<file path="config.mk">
export PLATFORM = sky130hd
export DESIGN_NAME = sprite_compositor
export DESIGN_NICKNAME = d
export VERILOG_FILES = /design/src/rtl/sprite_compositor_pkg.sv /design/src/rtl/sprite_compositor_hit.sv /design/src/rtl/sprite_compositor.sv
export SDC_FILE = /design/constraint.sdc
export NUM_CORES = 1
export LEC_CHECK = 0
export BUFFER_PORTS_ARGS = -buffer_cell sky130_fd_sc_hd__buf_2
export CAP_MARGIN = 25
export CORE_AREA = 2 2 199 162
export CTS_CLUSTER_DIAMETER = 100
export DETAILED_ROUTE_END_ITERATION = 8
export DIE_AREA = 0 0 201 164
export GPL_TIMING_DRIVEN = 0
export PLACE_DENSITY = 0.78
export SETUP_SLACK_MARGIN = 0.05
export SLEW_MARGIN = 30
export SYNTH_ARGS = -nofsm -noshare
export SYNTH_HDL_FRONTEND = slang
export SYNTH_SLANG_ARGS = --single-unit
</file>
<file path="constraint.sdc">
create_clock -name clk -period 8.9 [get_ports clk]
set_input_delay 0.445 -clock clk [delete_from_list [all_inputs] [get_ports clk]]
set_output_delay 0.445 -clock clk [all_outputs]
set_load 0.1 [all_outputs]
</file>
<file path="src/rtl/sprite_compositor_pkg.sv">
// Shared constants, FSM state type and small helpers for the sprite compositor.
package sprite_pkg;

  localparam int unsigned COORD_W = 10;
  localparam int unsigned RGB_W   = 24;
  localparam int unsigned CH_W    = 8;

  typedef enum logic [1:0] {
    PLAY  = 2'd0,
    FLASH = 2'd1,
    OVER  = 2'd2
  } state_e;

  typedef struct packed {
    logic [CH_W-1:0] r;
    logic [CH_W-1:0] g;
    logic [CH_W-1:0] b;
  } rgb_t;

  // Width of an object index; at least one bit even for a single object.
  function automatic int unsigned idx_w(input int unsigned n);
    return (n > 1) ? $clog2(n) : 1;
  endfunction

  function automatic rgb_t to_rgb(input logic [RGB_W-1:0] v);
    return rgb_t'(v);
  endfunction

endpackage

</file>
<file path="src/rtl/sprite_compositor_hit.sv">
// Combinational hit test of one pixel against one object (box or column mode).
module sprite_hit #(
  parameter int unsigned COORD_W = sprite_pkg::COORD_W,
  parameter int unsigned SIZE_W  = 6
) (
  input  logic [COORD_W-1:0] i_x,
  input  logic [COORD_W-1:0] i_y,
  input  logic [COORD_W-1:0] i_ox,
  input  logic [COORD_W-1:0] i_oy,
  input  logic [SIZE_W-1:0]  i_ow,
  input  logic [SIZE_W-1:0]  i_oh,
  input  logic               i_col,
  output logic               o_hit_c
);

  localparam int unsigned EXT_W = COORD_W + 1;

  logic [EXT_W-1:0] w_x;
  logic [EXT_W-1:0] w_y;
  logic [EXT_W-1:0] w_left;
  logic [EXT_W-1:0] w_top;
  logic [EXT_W-1:0] w_right;
  logic [EXT_W-1:0] w_bottom;
  logic             w_in_x;
  logic             w_in_y;

  // Extra bit keeps edges beyond the screen from wrapping back to low coordinates.
  assign w_x      = EXT_W'(i_x);
  assign w_y      = EXT_W'(i_y);
  assign w_left   = EXT_W'(i_ox);
  assign w_top    = EXT_W'(i_oy);
  assign w_right  = w_left + EXT_W'(i_ow);
  assign w_bottom = w_top + EXT_W'(i_oh);

  assign w_in_x  = (w_x >= w_left) && (w_x <= w_right);
  assign w_in_y  = (w_y >= w_top) && (i_col || (w_y <= w_bottom));
  assign o_hit_c = w_in_x && w_in_y;

endmodule

</file>
<file path="src/rtl/sprite_compositor.sv">
// Per-pixel compositor: frame-latched objects, score bar, game-over flash, 2-clock pipeline.
module sprite_compositor #(
  parameter int unsigned N_OBJ        = 4,
  parameter int unsigned COORD_W      = sprite_pkg::COORD_W,
  parameter int unsigned SIZE_W       = 6,
  parameter int unsigned BAR_H        = 8,
  parameter int unsigned BAR_SCALE    = 2,
  parameter logic [23:0] BAR_RGB      = 24'hFFFF00,
  parameter logic [23:0] FLASH_RGB    = 24'hFF0000,
  parameter int unsigned FLASH_FRAMES = 8
) (
  input  logic                      clk,
  input  logic                      resetn,
  input  logic                      pix_en,
  input  logic [COORD_W-1:0]        x,
  input  logic [COORD_W-1:0]        y,
  input  logic                      frame_start,
  input  logic [N_OBJ-1:0]          obj_en,
  input  logic [N_OBJ-1:0]          obj_col,
  input  logic [N_OBJ*COORD_W-1:0]  obj_x,
  input  logic [N_OBJ*COORD_W-1:0]  obj_y,
  input  logic [N_OBJ*SIZE_W-1:0]   obj_w,
  input  logic [N_OBJ*SIZE_W-1:0]   obj_h,
  input  logic [N_OBJ*24-1:0]       obj_rgb,
  input  logic                      game_over,
  input  logic [7:0]                score,
  output logic [7:0]                red,
  output logic [7:0]                green,
  output logic [7:0]                blue
);

  import sprite_pkg::*;

  localparam int unsigned IDX_W     = idx_w(N_OBJ);
  localparam int unsigned EXT_W     = COORD_W + 1;
  localparam int unsigned BAR_SHIFT = $clog2(BAR_SCALE);
  localparam int unsigned FC_W      = $clog2(FLASH_FRAMES + 1);

  logic [N_OBJ-1:0]   r_en;
  logic [N_OBJ-1:0]   r_col;
  logic [COORD_W-1:0] r_ox  [N_OBJ];
  logic [COORD_W-1:0] r_oy  [N_OBJ];
  logic [SIZE_W-1:0]  r_ow  [N_OBJ];
  logic [SIZE_W-1:0]  r_oh  [N_OBJ];
  logic [RGB_W-1:0]   r_rgb [N_OBJ];
  logic [7:0]         r_score;

  state_e             r_state;
  logic [FC_W-1:0]    r_flash_cnt;

  logic               r_s1_pix;
  logic               r_s1_bar;
  logic               r_s1_hit;
  logic [IDX_W-1:0]   r_s1_idx;

  logic [N_OBJ-1:0]   w_raw_hit;
  logic [N_OBJ-1:0]   w_hit;
  logic [IDX_W-1:0]   w_idx;
  logic               w_any;
  logic [EXT_W-1:0]   w_bar_lim;
  logic               w_bar;
  rgb_t               w_rgb;

  // Object parameters only change at frame_start so a frame never tears.
  always_ff @(posedge clk) begin
    if (!resetn) begin
      r_en    <= '0;
      r_col   <= '0;
      r_score <= '0;
      for (int i = 0; i < int'(N_OBJ); i++) begin
        r_ox[i]  <= '0;
        r_oy[i]  <= '0;
        r_ow[i]  <= '0;
        r_oh[i]  <= '0;
        r_rgb[i] <= '0;
      end
    end else if (frame_start) begin
      r_en    <= obj_en;
      r_col   <= obj_col;
      r_score <= score;
      for (int i = 0; i < int'(N_OBJ); i++) begin
        r_ox[i]  <= obj_x[i*COORD_W +: COORD_W];
        r_oy[i]  <= obj_y[i*COORD_W +: COORD_W];
        r_ow[i]  <= obj_w[i*SIZE_W +: SIZE_W];
        r_oh[i]  <= obj_h[i*SIZE_W +: SIZE_W];
        r_rgb[i] <= obj_rgb[i*RGB_W +: RGB_W];
      end
    end
  end

  for (genvar g = 0; g < int'(N_OBJ); g++) begin : g_hit
    sprite_hit #(
      .COORD_W (COORD_W),
      .SIZE_W  (SIZE_W)
    ) u_hit (
      .i_x     (x),
      .i_y     (y),
      .i_ox    (r_ox[g]),
      .i_oy    (r_oy[g]),
      .i_ow    (r_ow[g]),
      .i_oh    (r_oh[g]),
      .i_col   (r_col[g]),
      .o_hit_c (w_raw_hit[g])
    );
  end

  assign w_hit = w_raw_hit & r_en;
  assign w_any = |w_hit;

  // Lowest enabled index wins; scanning downwards leaves the lowest one last.
  always_comb begin
    w_idx = '0;
    for (int i = int'(N_OBJ) - 1; i >= 0; i--) begin
      if (w_hit[i]) begin
        w_idx = IDX_W'(i);
      end
    end
  end

  assign w_bar_lim = EXT_W'(r_score) << BAR_SHIFT;
  assign w_bar     = (EXT_W'(y) < EXT_W'(BAR_H)) && (EXT_W'(x) < w_bar_lim);

  always_ff @(posedge clk) begin
    if (!resetn) begin
      r_s1_pix <= 1'b0;
      r_s1_bar <= 1'b0;
      r_s1_hit <= 1'b0;
      r_s1_idx <= '0;
    end else begin
      r_s1_pix <= pix_en;
      r_s1_bar <= w_bar;
      r_s1_hit <= w_any;
      r_s1_idx <= w_idx;
    end
  end

  // Game-over sequencing advances once per frame, before the shadow copy.
  always_ff @(posedge clk) begin
    if (!resetn) begin
      r_state     <= PLAY;
      r_flash_cnt <= '0;
    end else if (frame_start) begin
      case (r_state)
        PLAY: begin
          if (game_over) begin
            r_state     <= FLASH;
            r_flash_cnt <= '0;
          end
        end
        FLASH: begin
          if (!game_over) begin
            r_state <= PLAY;
          end else begin
            r_flash_cnt <= r_flash_cnt + FC_W'(1);
            if (r_flash_cnt == FC_W'(FLASH_FRAMES - 1)) begin
              r_state <= OVER;
            end
          end
        end
        OVER: begin
          if (!game_over) begin
            r_state <= PLAY;
          end
        end
        default: r_state <= PLAY;
      endcase
    end
  end

  always_comb begin
    w_rgb = '0;
    if (r_s1_pix) begin
      if (r_s1_bar) begin
        w_rgb = to_rgb(BAR_RGB);
      end else begin
        case (r_state)
          PLAY:    if (r_s1_hit) w_rgb = to_rgb(r_rgb[r_s1_idx]);
          FLASH:   if (!r_flash_cnt[0]) w_rgb = to_rgb(FLASH_RGB);
          default: w_rgb = '0;
        endcase
      end
    end
  end

  always_ff @(posedge clk) begin
    if (!resetn) begin
      red   <= '0;
      green <= '0;
      blue  <= '0;
    end else begin
      red   <= w_rgb.r;
      green <= w_rgb.g;
      blue  <= w_rgb.b;
    end
  end

endmodule

</file>
== Word level (Yosys, flattened, before mapping) ==
Memories as Yosys holds them, arrays and structs flattened.
Index checks and enable logic that the tools add are counted.
Word-level totals
  output and inout port bits: 24
  bits in writable memories: 224
  register bits: 51
  input bits: 265
  memories: 5
  word-level logic and storage cells: 140
Cells by class
  multiplexer cells: 39
  equality and inequality tests: 7
  bitwise logic cells: 23
  $add $sub $neg: 9
  reduce and logical (&&, ||, !) cells: 26
  $lt $le $gt $ge: 18
Memory list
  r_rgb: words 4, bits a word 24, read ports 1, clocked after memory_dff 0, write ports 4, RTL line sprite_compositor.sv:45  | logic [RGB_W-1:0] r_rgb [N_OBJ];
  r_ox: words 4, bits a word 10, read ports 4, clocked after memory_dff 0, write ports 4, RTL line sprite_compositor.sv:41  | logic [COORD_W-1:0] r_ox [N_OBJ];
  r_oy: words 4, bits a word 10, read ports 4, clocked after memory_dff 0, write ports 4, RTL line sprite_compositor.sv:42  | logic [COORD_W-1:0] r_oy [N_OBJ];
  r_oh: words 4, bits a word 6, read ports 4, clocked after memory_dff 0, write ports 4, RTL line sprite_compositor.sv:44  | logic [SIZE_W-1:0] r_oh [N_OBJ];
  r_ow: words 4, bits a word 6, read ports 4, clocked after memory_dff 0, write ports 4, RTL line sprite_compositor.sv:43  | logic [SIZE_W-1:0] r_ow [N_OBJ];
Operators with widths (count)
  $mux 24: 7
  $add 10x6->11: 8
  $le 10x11->1: 8
  $ge 10x10->1: 8
  $mux 10: 8
  $mux 6: 8
  $pmux 24 s2: 1
  $or 1x1->1: 20
  $logic_and 1x1->1: 13
  $mux 2: 6
  $lt 10x4->1 const B: 1
  $lt 10x9->1: 1
  $mux 4: 2
  $pmux 4 s2: 1
  $reduce_and 4->1: 2
  $ne 2x2->1 const B: 3
  $pmux 2 s3: 1
  $reduce_or 3->1: 2
  $mux 1: 5
  $add 4x1->4 const B: 1
  $and 4x4->4: 1
  $eq 4x3->1 const B: 1
  $logic_or 1x1->1: 4
  $reduce_or 4->1: 1
  8 further kinds: 9

== Depth between registers and ports, before layout ==
Gate-level depths: netlist (run 1).
An unclocked memory read counts as a cell.
  depth in word-level cells: 10
  gate-level depth with buffers: 18
  mapped depth without buffers: 18

== By module ==
A second synthesis (run 1) with hierarchy kept.
Second synthesis, totals
  cells, all modules: 1489
  area total of the unflattened synthesis: 16857.4 µm²
Modules (own cells, without submodules)
  sprite_compositor: cells an instance 731, instances 1, sequential area each 7747.4 µm², area each 10926.7 µm²
  sprite_hit (g_hit[2].u_hit ...): cells an instance 189, instances 2, sequential area each 0.0 µm², area each 1475.2 µm²
  sprite_hit (g_hit[1].u_hit): cells an instance 190, instances 1, sequential area each 0.0 µm², area each 1495.2 µm²
  sprite_hit (g_hit[0].u_hit): cells an instance 190, instances 1, sequential area each 0.0 µm², area each 1485.2 µm²

== Least setup slack after synthesis (run 1) ==
OpenSTA, ideal clock, no wires.
  path kind: input -> register
  start: input port frame_start
  end: memory r_oh[0][0] (enable)
  stages: 3
  buffers on the path: 2
  path slack: 1.988 ns
  required time: 8.275 ns
  setup time: 0.625 ns
  data arrival time: 6.287 ns
  cells stage by stage: buf_2 > clkbuf_1 > nand2b_1
RTL lines
  start, declared: RTL line sprite_compositor.sv:17  | input logic frame_start,
  end, declared: RTL line sprite_compositor.sv:44

==> results.md, run 1 <==
* Crit end category: flip-flop
* Wirelength, routed at 46800 microns
* Setup CP Type: flip-flop to flip-flop
* Row count at 58
* Post_cts resized at 0
* CTS Buf Count at 29
* Post-Synthesis Cell Area at 16800 sq um
* First-pass GRT wire length at between 70000 and 80000 microns
* Hold crit path type: input pin to flip-flop
* Req. time, crit path at 9370 ps
* Die Width at about 200 microns
* Relative slew slack at 0.371
* Final Hold Fails at 0
* Clk Latency, worst-skew pair at 580 ps
* Switching pwr at 0.000945 W
* Synth top area cells: edfxtp_1 (40%), ha_1 (16%), and3_1 (8.8%)
* Largest net degree at the start of global routing at between 50 and 60
* Placed Area at 18900 sq um
* Routed length per instance at 20.8 microns
* Max-cap violation count at 0
* Ys Warns at 0
* Pint at 0.00252 W
* CTS Buffer Depth at 3
* Pwr/cell area at approximately 170 nW/um^2
* Main combinational cell family by area after synthesis: adder cells
* Ys flop type: edfxtp_1
* Post-synth top cells: and3_1 (237), edfxtp_1 (224), ha_1 (216)
* Router iterations before antenna repair at 6
* Min Tclk post-route at between 3000 and 4000 ps
* Clock Sinks at 275
* Die area at 33000 sq um
* Placer Congestion at around 0.9
* # Post-CTS Setup Buffers at 0
* Lkg Pwr at 9.45 nW
* Clock tree from TritonCTS: yes
* Detailed-placement wirelength estimate at 35700 microns
* Setup TNS at 0 ps
* Overall Power at 0.00347 W
* Status: completed
* Reg2reg setup slack at a little over 5000 ps
* Slew @ Worst Pin at 943 ps
* Seq. cell area at 7750 sq um
* Mapped Nets at approximately 2000
* F_max at ~0.26 GHz
* Residual DRC at 0
* Clock transition at path regs at 70 ps
* Initial antenna violation count at 11
* Adder-Cell Fraction of Synth Area at 0.170
* CP max FO at 3
* Die height at 164 microns
* Compound-cell area share of the yosys netlist at 0.109
* Vias per inst at 5.85
* Post-Synthesis Cells at 1476
* Simple-gate share of the synthesized area at 0.146
* Post-synth top area share at 0.399
* Clock power frac at 0.360
* Share of cells above drive strength 1 at 0.206
* Net Sw Frac at 0.272
* Mux share of post-synthesis cell area at 0.0422
* Asr flop ratio synth at 0
* Post-synth cell types at 64
* Root Buffer: clkbuf_16
* Sequential share of power at 0.442
* Number of port buffers at roughly 290
* Synth-to-layout area growth at 18.3%
* Worst Path Arrival at roughly 4300 ps
* Worst IR Drop VDD at 0.145 mV
* Number of global-route vias before repair at 13200
* Nets@finish at 2288
* Vias at 13100
* Fin area at ~20000 sq um
* EDFF count, synth at 224
* Crit start category: flip-flop
* Synth Register Bits at approximately 280
* Starting Density at 0.543
* Iter 0 DRT Violations at 861
* Xor-xnor portion of the synthesized cell area at 0.0296
* Post-Layout Cell Count at 2248
* Power share of the combinational group at 0.197
* Syn_area_per_cell at roughly 11 sq um
* ANT nets after route at 0
* # hold bufs at CTS at 0
* Cells after DPL at 2188
* Cell taking the most area after synthesis: edfxtp_1
* RSZ-0062 raised after global routing: no
* Top-count cell post-synth: and3_1
* Slew Limit Fails at 0
* All-layer global routing usage at 0.282
* Io pins at a little under 300
* Layout fillers at 2434
* Endpoints failing setup at 0
* H-tree depth at 1
* Grt total ovfl at 0
* Core Footprint at 31000 sq um
* Seq/Total Area, Yosys at 0.460
* Max Clock Skew at 12.4 ps
* Tcrit/Tclk final at 0.427
* Area used by multi-input combinational logic at 8380 sq um
[cell usage in the layout (no fill, tap or decap), types with 31 or more instances in the layout]
cell      instances
xnor2_1          40
nor2_1           31
inv_1           121
buf_2           287
nor2b_1          49
a21oi_1          68
clkbuf_1         66
a21o_1           45
and3_1          237
edfxtp_1        224
dfxtp_1          51
ha_1            216
[sequential cells by signal (all words and copies together), names as in the netlist, 2 cells and up]
name	cells
r_rgb	96
r_state	2
r_ow	24
red	8
r_col	4
r_s1_idx	2
r_score	8
r_en	4
r_ox	40
green	8
r_oh	24
r_oy	40
r_flash_cnt	4
blue	8
[final timing paths]
| kind | cells after the start | from | end |
|---|---|---|---|
| hold reg to reg | 2 | r_flash_cnt[1] | r_flash_cnt[1] |
| setup / recovery | 17 | r_ox[0][0] | r_s1_idx[0] |
| hold / removal | 2 | pix_en | r_s1_pix |
| setup reg to reg | 17 | r_ox[0][0] | r_s1_idx[0] |
[power groups by stage]
stage                     clock network, W  logic (W)  registers [W]
final                              0.00125   0.000685        0.00153
after global routing               0.00131   0.000765        0.00154
after CTS                          0.00126   0.000681        0.00153
after detailed placement                 0   0.000675        0.00156
after global placement                   0   0.000635        0.00158
after floorplan                          0   0.000445        0.00156
[cell families after synthesis]
| group | count (synthesis) |
|---|---|
| buf+inv | 188 |
| compound gates | 275 |
| simple gates | 416 |
| mux | 41 |
| xor+xnor | 57 |
| fa+ha+maj | 224 |
| flops | 275 |
[critical path, cell delays in order (launching register included)]
cell and delay, ps:
edfxtp_1 370, ha_1 190, inv_1 60, fa_1 410, nor2b_1 130, o21ai_1 80, a21boi_1 250, o21ai_0 120
nand2b_1 120, nand3_1 100, xnor2_1 220, ha_1 290, a21o_1 190, a21oi_1 220, a21oi_1 100, a311o_1 430
o21ai_1 230, o21ba_1 180
[final cells by class]
type | count | area share
Antenna cell | 6 | 0.000754
Buffer | 67 | 0.0131
Clock buffer | 39 | 0.0403
Clock inverter | 15 | 0.00873
Inverter | 121 | 0.0228
Multi-Input combinational cell | 1013 | 0.421
Sequential cell | 275 | 0.389
Tap cell | 420 | 0.0264
Timing Repair Buffer | 292 | 0.0783
[per-stage QoR]
stage	setup WS [ps]	hold WS, ps	util
after floorplan	1990	458	-
after global placement	-591	473	0.607
after detailed placement	5140	481	0.611
after CTS	5110	59.7	0.642
after global routing	4900	78.0	0.643
final	5100	78.6	0.643
[layer usage]
layer,GRT usage,wire (microns),vias up
met4,0.0956,1470,12
met5,0,80,-
li1,-,-,6172
met2,0.474,21700,535
met1,0.367,19800,6310
met3,0.0585,3760,116
Note: power is estimated with default switching activity, not from simulation.
==> run 2: changes to the inputs <==
--- a/config.mk
+++ b/config.mk
@@ -5,12 +5,13 @@
 export SDC_FILE = /design/constraint.sdc
 export NUM_CORES = 1
 export LEC_CHECK = 0
+export ABC_AREA = 1
 export BUFFER_PORTS_ARGS = -buffer_cell sky130_fd_sc_hd__buf_2
 export CAP_MARGIN = 25
-export CORE_AREA = 2 2 199 162
+export CORE_AREA = 2 2 203 165
 export CTS_CLUSTER_DIAMETER = 100
 export DETAILED_ROUTE_END_ITERATION = 8
-export DIE_AREA = 0 0 201 164
+export DIE_AREA = 0 0 205 167
 export GPL_TIMING_DRIVEN = 0
 export PLACE_DENSITY = 0.78
 export SETUP_SLACK_MARGIN = 0.05
==> constraint.sdc (replaced) <==
create_clock -name clk -period 3.88 [get_ports clk]
set_input_delay 0.194 -clock clk [delete_from_list [all_inputs] [get_ports clk]]
set_output_delay 0.194 -clock clk [all_outputs]
set_load 0.1 [all_outputs]
==> results.md, run 2 <==
* Post-Synthesis Cells at 2062 (was 1476)
* Io pins at 289 (unchanged)
* Worst Path Arrival at 3850 ps (was 4270 ps)
* RSZ-0062 raised after global routing: no (unchanged)
* Layout fillers at 2252 (was 2434)
* Max Clock Skew at 10.2 ps (was 12.4 ps)
* Hold crit path type: input pin to flip-flop (unchanged)
* Post-synth top area share at 0.383 (was 0.399)
* Mapped Nets at 2551 (was 1965)
* Reg with most FFs: r_rgb (unchanged)
* Worst IR Drop VDD at 0.316 mV (was 0.145 mV)
* Net Sw Frac at 0.305 (was 0.272)
* Status: completed (unchanged)
* H-tree depth at 1 (unchanged)
* Row count at 59 (was 58)
* Root Buffer: clkbuf_16 (unchanged)
* Max-cap violation count at 0 (unchanged)
* Reg2reg setup slack at 560 ps (was 5100 ps)
* Share of cells above drive strength 1 at 0.143 (was 0.206)
* Lkg Pwr at 11.4 nW (was 9.45 nW)
* Pint at 0.00570 W (was 0.00252 W)
* Switching pwr at 0.00251 W (was 0.000945 W)
* Min Tclk post-route at 3320 ps (was 3800 ps)
* Endpoints failing setup at 0 (unchanged)
* Initial antenna violation count at 2 (was 11)
* Largest net degree at the start of global routing at 135 (was 52)
* Detailed-placement wirelength estimate at 35700 microns (about the same)
* Req. time, crit path at 4400 ps (was 9370 ps)
* All-layer global routing usage at 0.324 (was 0.282)
* Slew Limit Fails at 0 (unchanged)
* Setup TNS at 0 ps (unchanged)
* Post-synth cell types at 44 (was 64)
* Number of port buffers at 287 (was 286)
* Sequential share of power at 0.430 (was 0.442)
* Reg2reg path depth at 19 (was 17)
* Most frequent cells in the layout: inv_1 (412), nor2_1 (388), buf_2 (307), nand2_1 (262), dlygate4sd3_1 (250) (was buf_2 (287), and3_1 (237), edfxtp_1 (224), ha_1 (216), inv_1 (121))
* Ys Warns at 0 (unchanged)
* Routed length per instance at 18.3 microns (was 20.8 microns)
* Asr flop ratio synth at 0 (unchanged)
* Syn_area_per_cell at 8.52 sq um (was 11.4 sq um)
* Vias at 16600 (was 13100)
* Die area at 34200 sq um (was 33000 sq um)
* Die Width at 205 microns (was 201 microns)
* Commonest non-fill, non-tap cell in the layout: inv_1 (was buf_2)
* EDFF count, synth at 224 (unchanged)
* Starting Density at 0.546 (was 0.543)
* Core Footprint at 32200 sq um (was 31000 sq um)
* Crit end category: flip-flop (unchanged)
* Largest register FFs at 96 (unchanged)
* DP Worst Slack at 646 ps (was 5140 ps)
* Hold path start: frame_start (was pix_en)
* F_max at 0.301 GHz (was 0.263 GHz)
* Seq/Total Area, Yosys at 0.441 (was 0.460)
* Placer Congestion at 0.932 (was 0.891)
* R2R Path Start: r_ox[0][2] (was r_ox[0][0])
* First-pass GRT wire length at 86300 microns (was 71100 microns)
* Router iterations before antenna repair at 7 (was 6)
* Setup slack after layout at 556 ps (was 5100 ps)
* Crit start category: flip-flop (unchanged)
* Synth-to-layout area growth at 30.8% (was 18.3%)
* ANT nets after route at 0 (unchanged)
* Tcrit/Tclk final at 0.857 (was 0.427)
* Clk Latency, worst-skew pair at 580 ps (about the same)
* CTS Buffer Depth at 3 (unchanged)
* Post-Synthesis Cell Area at 17600 sq um (was 16800 sq um)
* Wirelength, routed at 56300 microns (was 46800 microns)
* # Post-CTS Setup Buffers at 0 (unchanged)
* CTS Buf Count at 29 (unchanged)
* Synth top area cells: edfxtp_1 (38%), ha_1 (15%), inv_1 (8.8%) (was edfxtp_1 (40%), ha_1 (16%), and3_1 (8.8%))
* Top-count cell post-synth: inv_1 (was and3_1)
* Slew @ Worst Pin at 817 ps (was 943 ps)
* Number of global-route vias before repair at 16600 (was 13200)
* Biggest registers after layout: r_rgb (96), r_ox (40), r_oy (40) (unchanged)
* Clock power frac at 0.332 (was 0.360)
* Hold Path Stages at 4 (was 2)
* Die height at 167 microns (was 164 microns)
* Synth Register Bits at 275 (unchanged)
* Ys flop type: edfxtp_1 (unchanged)
* Clock Sinks at 275 (unchanged)
* Nets@finish at 3120 (was 2288)
* Clock transition at path regs at 60 ps (was 70 ps)
* Post-synth top cells: inv_1 (412), nor2_1 (388), nand2_1 (262) (was and3_1 (237), edfxtp_1 (224), ha_1 (216))
* Final Hold Fails at 0 (unchanged)
* Relative slew slack at 0.455 (was 0.371)
* CP max FO at 5 (was 3)
* Clock tree from TritonCTS: yes (unchanged)
* Residual DRC at 0 (unchanged)
* Setup CP Type: flip-flop to flip-flop (unchanged)
* Vias per inst at 5.39 (was 5.85)
* Iter 0 DRT Violations at 1366 (was 861)
* Power share of the combinational group at 0.238 (was 0.197)
* WHS Endpoint: r_score[0] (was r_s1_pix)
* Cell taking the most area after synthesis: edfxtp_1 (unchanged)
* Pwr/cell area at 357 nW/um^2 (was 174 nW/um^2)
* R2R Path End: r_s1_hit (was r_s1_idx[0])
* Overall Power at 0.00821 W (was 0.00347 W)
* Grt total ovfl at 0 (unchanged)
run 2: cell count changes after synthesis, sizes merged, moves of 31 or more:
cell	delta
nor2	+360
inv	+297
nand2	+236
and3	-235
a21oi	+58
nor2b	-51
clkbuf	-41
xor2	+36
nand3	+34
a21o	-31
run 2: timing repair:
item	CTS	global route
hold buffers	250	0
resized for setup	0	0
endpoints found under the hold margin	243	0
run 2: kinds of logic (layout without fill, tap and decap cells):
group / Yosys count / in the layout / share of synthesized area
xor gates and xnor gates: 64 / 64 / 0.0319
and+or+nand+nor: 759 / 759 / 0.176
DFF: 275 / 275 / 0.441
buffers and inverters: 465 / 1057 / 0.101
AOI/OAI and AO/OA: 275 / 275 / 0.0879
other: 0 / 2 / 0
adders and majority gates: 224 / 224 / 0.163
run 2: layout make-up:
class	count	area, sq um	share of cell area
Clock inverter	18	140	0.00609
Inverter	420	1580	0.0686
Timing Repair Buffer	538	3970	0.172
Sequential cell	275	7750	0.337
Tap cell	427	534	0.0232
Antenna cell	2	5.00	0.000218
Clock buffer	36	752	0.0327
Buffer	45	219	0.00952
Multi-Input combinational cell	1322	8050	0.350
run 2: metal layers:
layer | part of all wire | global-route usage | wire length, microns
met1 | 0.39 | 0.408 | 22200
met2 | 0.47 | 0.547 | 26400
met3 | 0.088 | 0.0558 | 4960
met4 | 0.048 | 0.145 | 2710
met5 | 0 | 0 | 0
run 2: critical path, cell delays in order (launching register included):
cell      delay (ps)
edfxtp_1         420
ha_1             430
nand2_1          100
nor2_2            90
a211oi_2          60
o21ai_2          170
nand2_1           70
nand2_1          110
nand4_1          100
or2_0            210
nand2_1           80
ha_1             260
and3_1           190
nand2_1           60
nand2_1           60
a21oi_1          390
nand3_1          220
nand2_1          150
nand2_1           60
nand2_1           50
run 2: power by group through the flow:
stage               Sequential (W)  Clock (W)  Combinational [W]
finish                     0.00353    0.00273            0.00196
global placement           0.00358          0            0.00158
CTS                        0.00352    0.00271            0.00189
floorplan                  0.00356          0            0.00112
detailed placement         0.00358          0            0.00168
global route               0.00354    0.00284            0.00218
run 2: how the worst max path moves through the flow:
stage,start,endpoint,slack [ps]
4_1_cts,r_ox[0][2],r_s1_hit,630
2_1_floorplan,r_oy[1][2],r_s1_idx[1],1210
3_3_place_gp,frame_start,r_rgb[3][14],530
6_report,r_ox[0][2],r_s1_hit,560
3_5_place_dp,r_ox[0][2],r_s1_hit,650
5_1_grt,r_oy[1][2],r_s1_hit,350
run 2: through the flow:
stage | util | instance area (sq um) | instances | hold slack (ps)
after global routing | 0.714 | 23000 | 3082 | 49.9
final | 0.714 | 23000 | 3083 | 28.6
after detailed placement | 0.609 | 19600 | 2777 | 387
after floorplan | - | 17600 | 2062 | 292
after global placement | 0.607 | 19600 | 2776 | 382
after CTS | 0.714 | 23000 | 3081 | 6.62
